`src/rtl/iic_pkg.sv`:
```
// rtl/iic_pkg.sv - shared types and constants for the I2C write receiver.
package iic_pkg;

  localparam int IIC_ADDR_W = 7;
  localparam int IIC_BYTE_W = 8;
  localparam logic IIC_ACK = 1'b0;

  typedef enum logic [2:0] {
    IDLE,
    ADDR,
    ADDR_ACK,
    DATA,
    DATA_ACK,
    IGNORE
  } iic_state_e;

endpackage

```
`src/rtl/iic_line_sync.sv`:
```
// rtl/iic_line_sync.sv - pin synchronizer, optional 3-sample filter (IIC_SLAVE_GLITCH_FILTER_EN), edge pulses.
module iic_line_sync #(
  parameter int SYNC_STAGES = 2
) (
  input  logic clk,
  input  logic line_i,
  output logic level_o,
  output logic rise_o,
  output logic fall_o
);

  logic [SYNC_STAGES-1:0] sync_q;
  logic                   synced;
  logic                   line_d;
  logic                   line_q;

  // Free-running so no stale edge is seen when reset releases mid-transfer.
  always_ff @(posedge clk) begin
    sync_q <= {sync_q[SYNC_STAGES-2:0], line_i};
  end

  assign synced = sync_q[SYNC_STAGES-1];

`ifdef IIC_SLAVE_GLITCH_FILTER_EN
  logic [1:0] hist_q;

  always_ff @(posedge clk) begin
    hist_q <= {hist_q[0], synced};
  end

  always_comb begin
    line_d = line_q;
    if ((synced == hist_q[0]) && (synced == hist_q[1])) begin
      line_d = synced;
    end
  end
`else
  always_comb begin
    line_d = synced;
  end
`endif

  always_ff @(posedge clk) begin
    line_q <= line_d;
  end

  assign level_o = line_q;
  assign rise_o  = line_d & ~line_q;
  assign fall_o  = ~line_d & line_q;

endmodule

```
`src/rtl/iic_slave_rx.sv`:
```
// rtl/iic_slave_rx.sv - I2C target write receiver with byte stream output.
// Glitch filtering on SCL/SDA is enabled by defining IIC_SLAVE_GLITCH_FILTER_EN.
module iic_slave_rx
  import iic_pkg::*;
#(
  parameter logic [IIC_ADDR_W-1:0] SLAVE_ADDR  = 7'h50,
  parameter int                    SYNC_STAGES = 2
) (
  input  logic                  clk,
  input  logic                  rst,
  input  logic                  SCL,
  input  logic                  SDA,
  output logic                  sda_oe,
  output logic                  tvalid,
  output logic [IIC_BYTE_W-1:0] tdata,
  input  logic                  tready,
  output logic                  start_det,
  output logic                  stop_det,
  output logic                  busy,
  output logic                  ovf
);

  logic scl_lvl, scl_rise, scl_fall;
  logic sda_lvl, sda_rise, sda_fall;
  logic start_ev, stop_ev, pop;

  iic_state_e state_q, state_d;
  logic [2:0] bit_cnt_q, bit_cnt_d;
  logic [IIC_BYTE_W-2:0] shift_q, shift_d;
  logic [IIC_BYTE_W-1:0] rx_byte;
  logic [IIC_BYTE_W-1:0] tdata_q, tdata_d;
  logic sda_oe_q, sda_oe_d;
  logic tvalid_q, tvalid_d;
  logic start_det_q, start_det_d;
  logic stop_det_q, stop_det_d;
  logic busy_q, busy_d;
  logic ovf_q, ovf_d;
  logic ack_en_q, ack_en_d;
  logic ack_fall_q, ack_fall_d;

  iic_line_sync #(.SYNC_STAGES(SYNC_STAGES)) u_scl_sync (
    .clk    (clk),
    .line_i (SCL),
    .level_o(scl_lvl),
    .rise_o (scl_rise),
    .fall_o (scl_fall)
  );

  iic_line_sync #(.SYNC_STAGES(SYNC_STAGES)) u_sda_sync (
    .clk    (clk),
    .line_i (SDA),
    .level_o(sda_lvl),
    .rise_o (sda_rise),
    .fall_o (sda_fall)
  );

  assign start_ev = sda_fall & scl_lvl;
  assign stop_ev  = sda_rise & scl_lvl;
  assign pop      = tvalid_q & tready;
  assign rx_byte  = {shift_q, sda_lvl};

  always_comb begin
    state_d     = state_q;
    bit_cnt_d   = bit_cnt_q;
    shift_d     = shift_q;
    tdata_d     = tdata_q;
    sda_oe_d    = sda_oe_q;
    tvalid_d    = tvalid_q & ~pop;
    start_det_d = 1'b0;
    stop_det_d  = 1'b0;
    busy_d      = busy_q;
    ovf_d       = ovf_q;
    ack_en_d    = ack_en_q;
    ack_fall_d  = ack_fall_q;

    if (stop_ev) begin
      state_d    = IDLE;
      bit_cnt_d  = 3'd0;
      sda_oe_d   = 1'b0;
      busy_d     = 1'b0;
      stop_det_d = 1'b1;
      ack_fall_d = 1'b0;
    end else if (start_ev) begin
      state_d     = ADDR;
      bit_cnt_d   = 3'd0;
      sda_oe_d    = 1'b0;
      start_det_d = 1'b1;
      ack_fall_d  = 1'b0;
    end else begin
      case (state_q)
        ADDR: begin
          if (scl_rise) begin
            shift_d = rx_byte[IIC_BYTE_W-2:0];
            if (bit_cnt_q == 3'd7) begin
              bit_cnt_d  = 3'd0;
              ack_fall_d = 1'b0;
              if ((rx_byte[IIC_BYTE_W-1:1] == SLAVE_ADDR) && !rx_byte[0]) begin
                state_d  = ADDR_ACK;
                busy_d   = 1'b1;
                ack_en_d = 1'b1;
              end else begin
                state_d = IGNORE;
              end
            end else begin
              bit_cnt_d = bit_cnt_q + 3'd1;
            end
          end
        end
        // First SCL fall after the 8th bit drives the ACK, the next one releases it.
        ADDR_ACK, DATA_ACK: begin
          if (scl_fall) begin
            if (!ack_fall_q) begin
              ack_fall_d = 1'b1;
              sda_oe_d   = ack_en_q & (IIC_ACK == 1'b0);
            end else begin
              ack_fall_d = 1'b0;
              sda_oe_d   = 1'b0;
              state_d    = DATA;
              bit_cnt_d  = 3'd0;
            end
          end
        end
        DATA: begin
          if (scl_rise) begin
            shift_d = rx_byte[IIC_BYTE_W-2:0];
            if (bit_cnt_q == 3'd7) begin
              bit_cnt_d  = 3'd0;
              ack_fall_d = 1'b0;
              state_d    = DATA_ACK;
              if (!tvalid_q || pop) begin
                tvalid_d = 1'b1;
                tdata_d  = rx_byte;
                ack_en_d = 1'b1;
              end else begin
                ovf_d    = 1'b1;
                ack_en_d = 1'b0;
              end
            end else begin
              bit_cnt_d = bit_cnt_q + 3'd1;
            end
          end
        end
        default: begin
        end
      endcase
    end
  end

  always_ff @(posedge clk) begin
    if (rst) begin
      state_q     <= IDLE;
      bit_cnt_q   <= 3'd0;
      shift_q     <= '0;
      tdata_q     <= '0;
      sda_oe_q    <= 1'b0;
      tvalid_q    <= 1'b0;
      start_det_q <= 1'b0;
      stop_det_q  <= 1'b0;
      busy_q      <= 1'b0;
      ovf_q       <= 1'b0;
      ack_en_q    <= 1'b0;
      ack_fall_q  <= 1'b0;
    end else begin
      state_q     <= state_d;
      bit_cnt_q   <= bit_cnt_d;
      shift_q     <= shift_d;
      tdata_q     <= tdata_d;
      sda_oe_q    <= sda_oe_d;
      tvalid_q    <= tvalid_d;
      start_det_q <= start_det_d;
      stop_det_q  <= stop_det_d;
      busy_q      <= busy_d;
      ovf_q       <= ovf_d;
      ack_en_q    <= ack_en_d;
      ack_fall_q  <= ack_fall_d;
    end
  end

  assign sda_oe    = sda_oe_q;
  assign tvalid    = tvalid_q;
  assign tdata     = tdata_q;
  assign start_det = start_det_q;
  assign stop_det  = stop_det_q;
  assign busy      = busy_q;
  assign ovf       = ovf_q;

endmodule

```
`config.mk`:
```
export PLATFORM = sky130hd
export DESIGN_NAME = iic_slave_rx
export DESIGN_NICKNAME = d
export VERILOG_FILES = /design/src/rtl/iic_pkg.sv /design/src/rtl/iic_line_sync.sv /design/src/rtl/iic_slave_rx.sv
export SDC_FILE = /design/constraint.sdc
export NUM_CORES = 1
export LEC_CHECK = 0
export CAP_MARGIN = 25
export CORE_ASPECT_RATIO = 0.7
export CORE_MARGIN = 2
export CORE_UTILIZATION = 55
export DETAILED_ROUTE_END_ITERATION = 8
export PLACE_DENSITY = 0.8
export SLEW_MARGIN = 20
export SYNTH_ARGS = -nofsm -noshare
export SYNTH_HDL_FRONTEND = slang
export SYNTH_HIERARCHICAL = 1
export SYNTH_SLANG_ARGS = --single-unit
```
`constraint.sdc`:
```
create_clock -name clk -period 4.2 [get_ports clk]
set_input_delay 1.05 -clock clk [delete_from_list [all_inputs] [get_ports clk]]
set_output_delay 1.05 -clock clk [all_outputs]
set_load 0.01 [all_outputs]
```
==> out/qor.tcl <==
set qor(regArea_um2) 701
set qor(grt_max_degree) 23
set qor(cp_slowest_cell) {sky130_fd_sc_hd__clkdlybuf4s50_1}
set qor(worst-path-buf-inv) 1
set qor(final_std_cells_w_o_fill) 203
set qor(net_count_synth) 157
set qor(detailroute.via_count) 1105
set qor(gp_congestion) 0.876
set qor(total_setup_violations_reported_at_the_end_of_the_flow) 0
set qor(min_path_type) {reg2reg}
set qor(cts_root_buffer) {sky130_fd_sc_hd__clkbuf_4}
set qor(yosys-top-cells-count) {35 x sky130_fd_sc_hd__dfxtp_1, 23 x sky130_fd_sc_hd__nand2_1, 18 x sky130_fd_sc_hd__a21oi_1}
set qor(period_needed_ns) 2.30
set qor(period_share_pct) 54.8
set qor(ant_cells) 0
set qor(fillerInstances) 209
set qor(timing.critical_path.max_delay_family) {buffers and inverters}
set qor(crit_path_start_kind) {flop}
set qor(sum_of_negative_setup_slack_ns) 0
set qor(power.leakage_nw) 0.625
set qor(inserted_clock_buffers) 5
set qor(number_of_antenna_violations_at_the_first_check_in_global_routing) 0
set qor(clockBufferDepth) 2
set qor(nets) 176
set qor(post_synth_edffs) 0
set qor(floorplan.die.height_um) 45.7
set qor(path_clk_slew_ns) 0.10
set qor(achievable-frequency_mhz) 434
set qor(synth.cell_area_um2) 1370
set qor(rows) 15
set qor(synth-seq-area-share_pct) 51.2
set qor(io_buffer_count) 18
set qor(clock_insertion_delay_worst_skew_ns) 0.35
set qor(postPlaceCellArea_um2) 1560
set qor(first_pass_grt_wire_length_mm) 4.24
set qor(cts_tree) {built}
set qor(global_route.usage.total_pct) 20.1
set qor(hold_viol) 0
set qor(io_pins) 19
set qor(largest_cells_by_area_after_synthesis) {sky130_fd_sc_hd__dfxtp_1 51%, sky130_fd_sc_hd__a21oi_1 6.6%, sky130_fd_sc_hd__mux2i_1 6.6%}
set qor(slew_viol_final) 0
set qor(yosys.cell_types.count) 30
set qor(max-slew-margin-rel_pct) 52.1
set qor(total_gr_overflow) 0
set qor(average_instance_area_after_synthesis_um2) 9.18
set qor(drt-vias-per-instance) 5.44
set qor(area_growth_syn_to_fin_pct) 19.1
set qor(grt_pass1_vias) 953
set qor(share_of_flip_flops_with_an_asynchronous_set_or_reset_after_synthesis_pct) 0
set qor(yosys_warnings) 6
set qor(core-area_um2) 2400
set qor(post_cts_resized) 0
set qor(synth_top_area_share_pct) 51.2
set qor(outcome) {completed}
set qor(postLayoutCoreUtil_pct) 67.8
set qor(first_iter_violations) 56
set qor(synth-seq-cells) 35
set qor(postSynthCellCount) 149
set qor(drc) 0
set qor(skew_ns) 0.00759
set qor(rsz0062_at_grt) {false}
set qor(critical_path.cell_chain) {clkdlybuf4s50_1}
set qor(dpl.hpwl_mm) 1.84
set qor(arrival_ns) 1.25
set qor(die_x_um) 63.6
set qor(post-layout-total-power_mw) 0.566
set qor(worst_slew_pin_slew_ns) 0.716
set qor(multiInputGateArea_um2) 633
set qor(drt.antenna.violating_nets) 0
set qor(synth-main-ff-cell) {sky130_fd_sc_hd__dfxtp_1}
set qor(critical_path.max_fanout) 3
set qor(ir_worst_vdd_mv) 0.205
set qor(timing.setup.critical_path_class) {reg2out}
set qor(cts_hold_buf) 0
set qor(setup_fix_bufs_post_cts) 0
set qor(detail_route.first_pass.iterations) 5
set qor(synth_largest_area_cell) {sky130_fd_sc_hd__dfxtp_1}
set qor(wire_per_inst_um) 12.8
set qor(stdcell_area_um2) 1630
set qor(placed_insts) 195
set qor(finalWirelength_mm) 2.61
set qor(cts.sinks) 35
set qor(critPathMaxStageDelay_ns) 0.55
set qor(timing.critical_path.to_type) {output port}
set qor(timing.critical_path.required_ns) 3.15
set qor(power.density_cell_area_nw_per_um2) 347
set qor(die-area_um2) 2910
set qor(initial_core_utilization_pct) 56.9
set qor(max_cap_viol_count) 0
set qor(yosysMostFrequentCell) {sky130_fd_sc_hd__dfxtp_1}
set qor(cts_max_level) 2
set qor(post_route_cells_drive_above_1_share_pct) 5.92
==> per-layer routing <==
layer,vias up,part of all wire [%],GRT usage [%]
met2,39,46,30.7
met4,0,2.2,11.7
met3,6,6.8,7.67
met1,505,45,24.9
li1,555,-,-
met5,-,0,0
==> flip-flops by register name, summed over array words and instances, names as in the netlist <==
register            cells
u_scl_sync/level_o      1
start_det               1
busy                    1
u_sda_sync/level_o      1
u_scl_sync/sync_q       2
ack_en_q                1
state_q                 3
tvalid                  1
ack_fall_q              1
tdata                   8
bit_cnt_q               3
stop_det                1
ovf                     1
shift_q                 7
sda_oe                  1
u_sda_sync/sync_q       2
==> final cells by class <==
type | instances | share of cell area, %
Sequential cell | 35 | 43.0
Timing Repair Buffer | 18 | 11.1
Clock buffer | 8 | 4.22
Inverter | 1 | 0.230
Multi-Input combinational cell | 107 | 38.9
Tap cell | 34 | 2.61
==> cell families after synthesis <==
| family | Yosys count | share of synthesized area [%] |
|---|---|---|
| flops | 35 | 51.2 |
| compound gates | 32 | 13.5 |
| mux | 9 | 6.59 |
| simple gates | 62 | 22.8 |
| xor+xnor | 1 | 0.641 |
| fa+ha+maj | 3 | 2.75 |
| buf+inv | 7 | 2.47 |
==> where the power goes <==
part	switching [mW]	internal, mW
registers	0.00318	0.336
clock network	0.108	0.0984
logic	0.0111	0.00883
total	0.123	0.443
==> final timing paths <==
check | cells after the start | end | startpoint | slack (ns)
worst min-delay path | 0 | u_sda_sync/sync_q[1] | u_sda_sync/sync_q[0] | 0.34
worst max register to register | 5 | tdata[1] | u_sda_sync/level_o | 2.30
worst max-delay path | 1 | tvalid | tvalid | 1.90
worst min register to register | 0 | u_sda_sync/sync_q[1] | u_sda_sync/sync_q[0] | 0.34
==> per-stage QoR <==
stage / hold WS (ns) / setup WS [ns]
final: 0.339 / 1.90
after global routing: 0.349 / 1.79
after CTS: 0.343 / 1.87
after detailed placement: 0.314 / 1.53
after global placement: 0.312 / 1.57
after floorplan: 0.310 / 2.37
==> cells in the final DEF, fill, tap and decap left out, types with 2 or more instances in the layout <==
cell | netlist | layout
sky130_fd_sc_hd__clkdlybuf4s50_1 | 0 | 18
sky130_fd_sc_hd__o21ai_0 | 4 | 4
sky130_fd_sc_hd__nand3_1 | 3 | 3
sky130_fd_sc_hd__clkbuf_8 | 0 | 2
sky130_fd_sc_hd__nor4_1 | 2 | 2
sky130_fd_sc_hd__clkbuf_4 | 0 | 5
sky130_fd_sc_hd__a31oi_1 | 4 | 4
sky130_fd_sc_hd__nand2_1 | 23 | 23
sky130_fd_sc_hd__nor2b_1 | 3 | 3
sky130_fd_sc_hd__mux2i_1 | 9 | 9
sky130_fd_sc_hd__nor2_1 | 14 | 14
sky130_fd_sc_hd__ha_1 | 3 | 3
sky130_fd_sc_hd__dfxtp_1 | 35 | 35
sky130_fd_sc_hd__nor3_1 | 4 | 4
sky130_fd_sc_hd__and2b_2 | 2 | 2
sky130_fd_sc_hd__nand2b_1 | 3 | 3
sky130_fd_sc_hd__and2_1 | 2 | 2
sky130_fd_sc_hd__o21a_1 | 3 | 3
sky130_fd_sc_hd__a21oi_1 | 18 | 18
(Power assumes the default switching activity.)
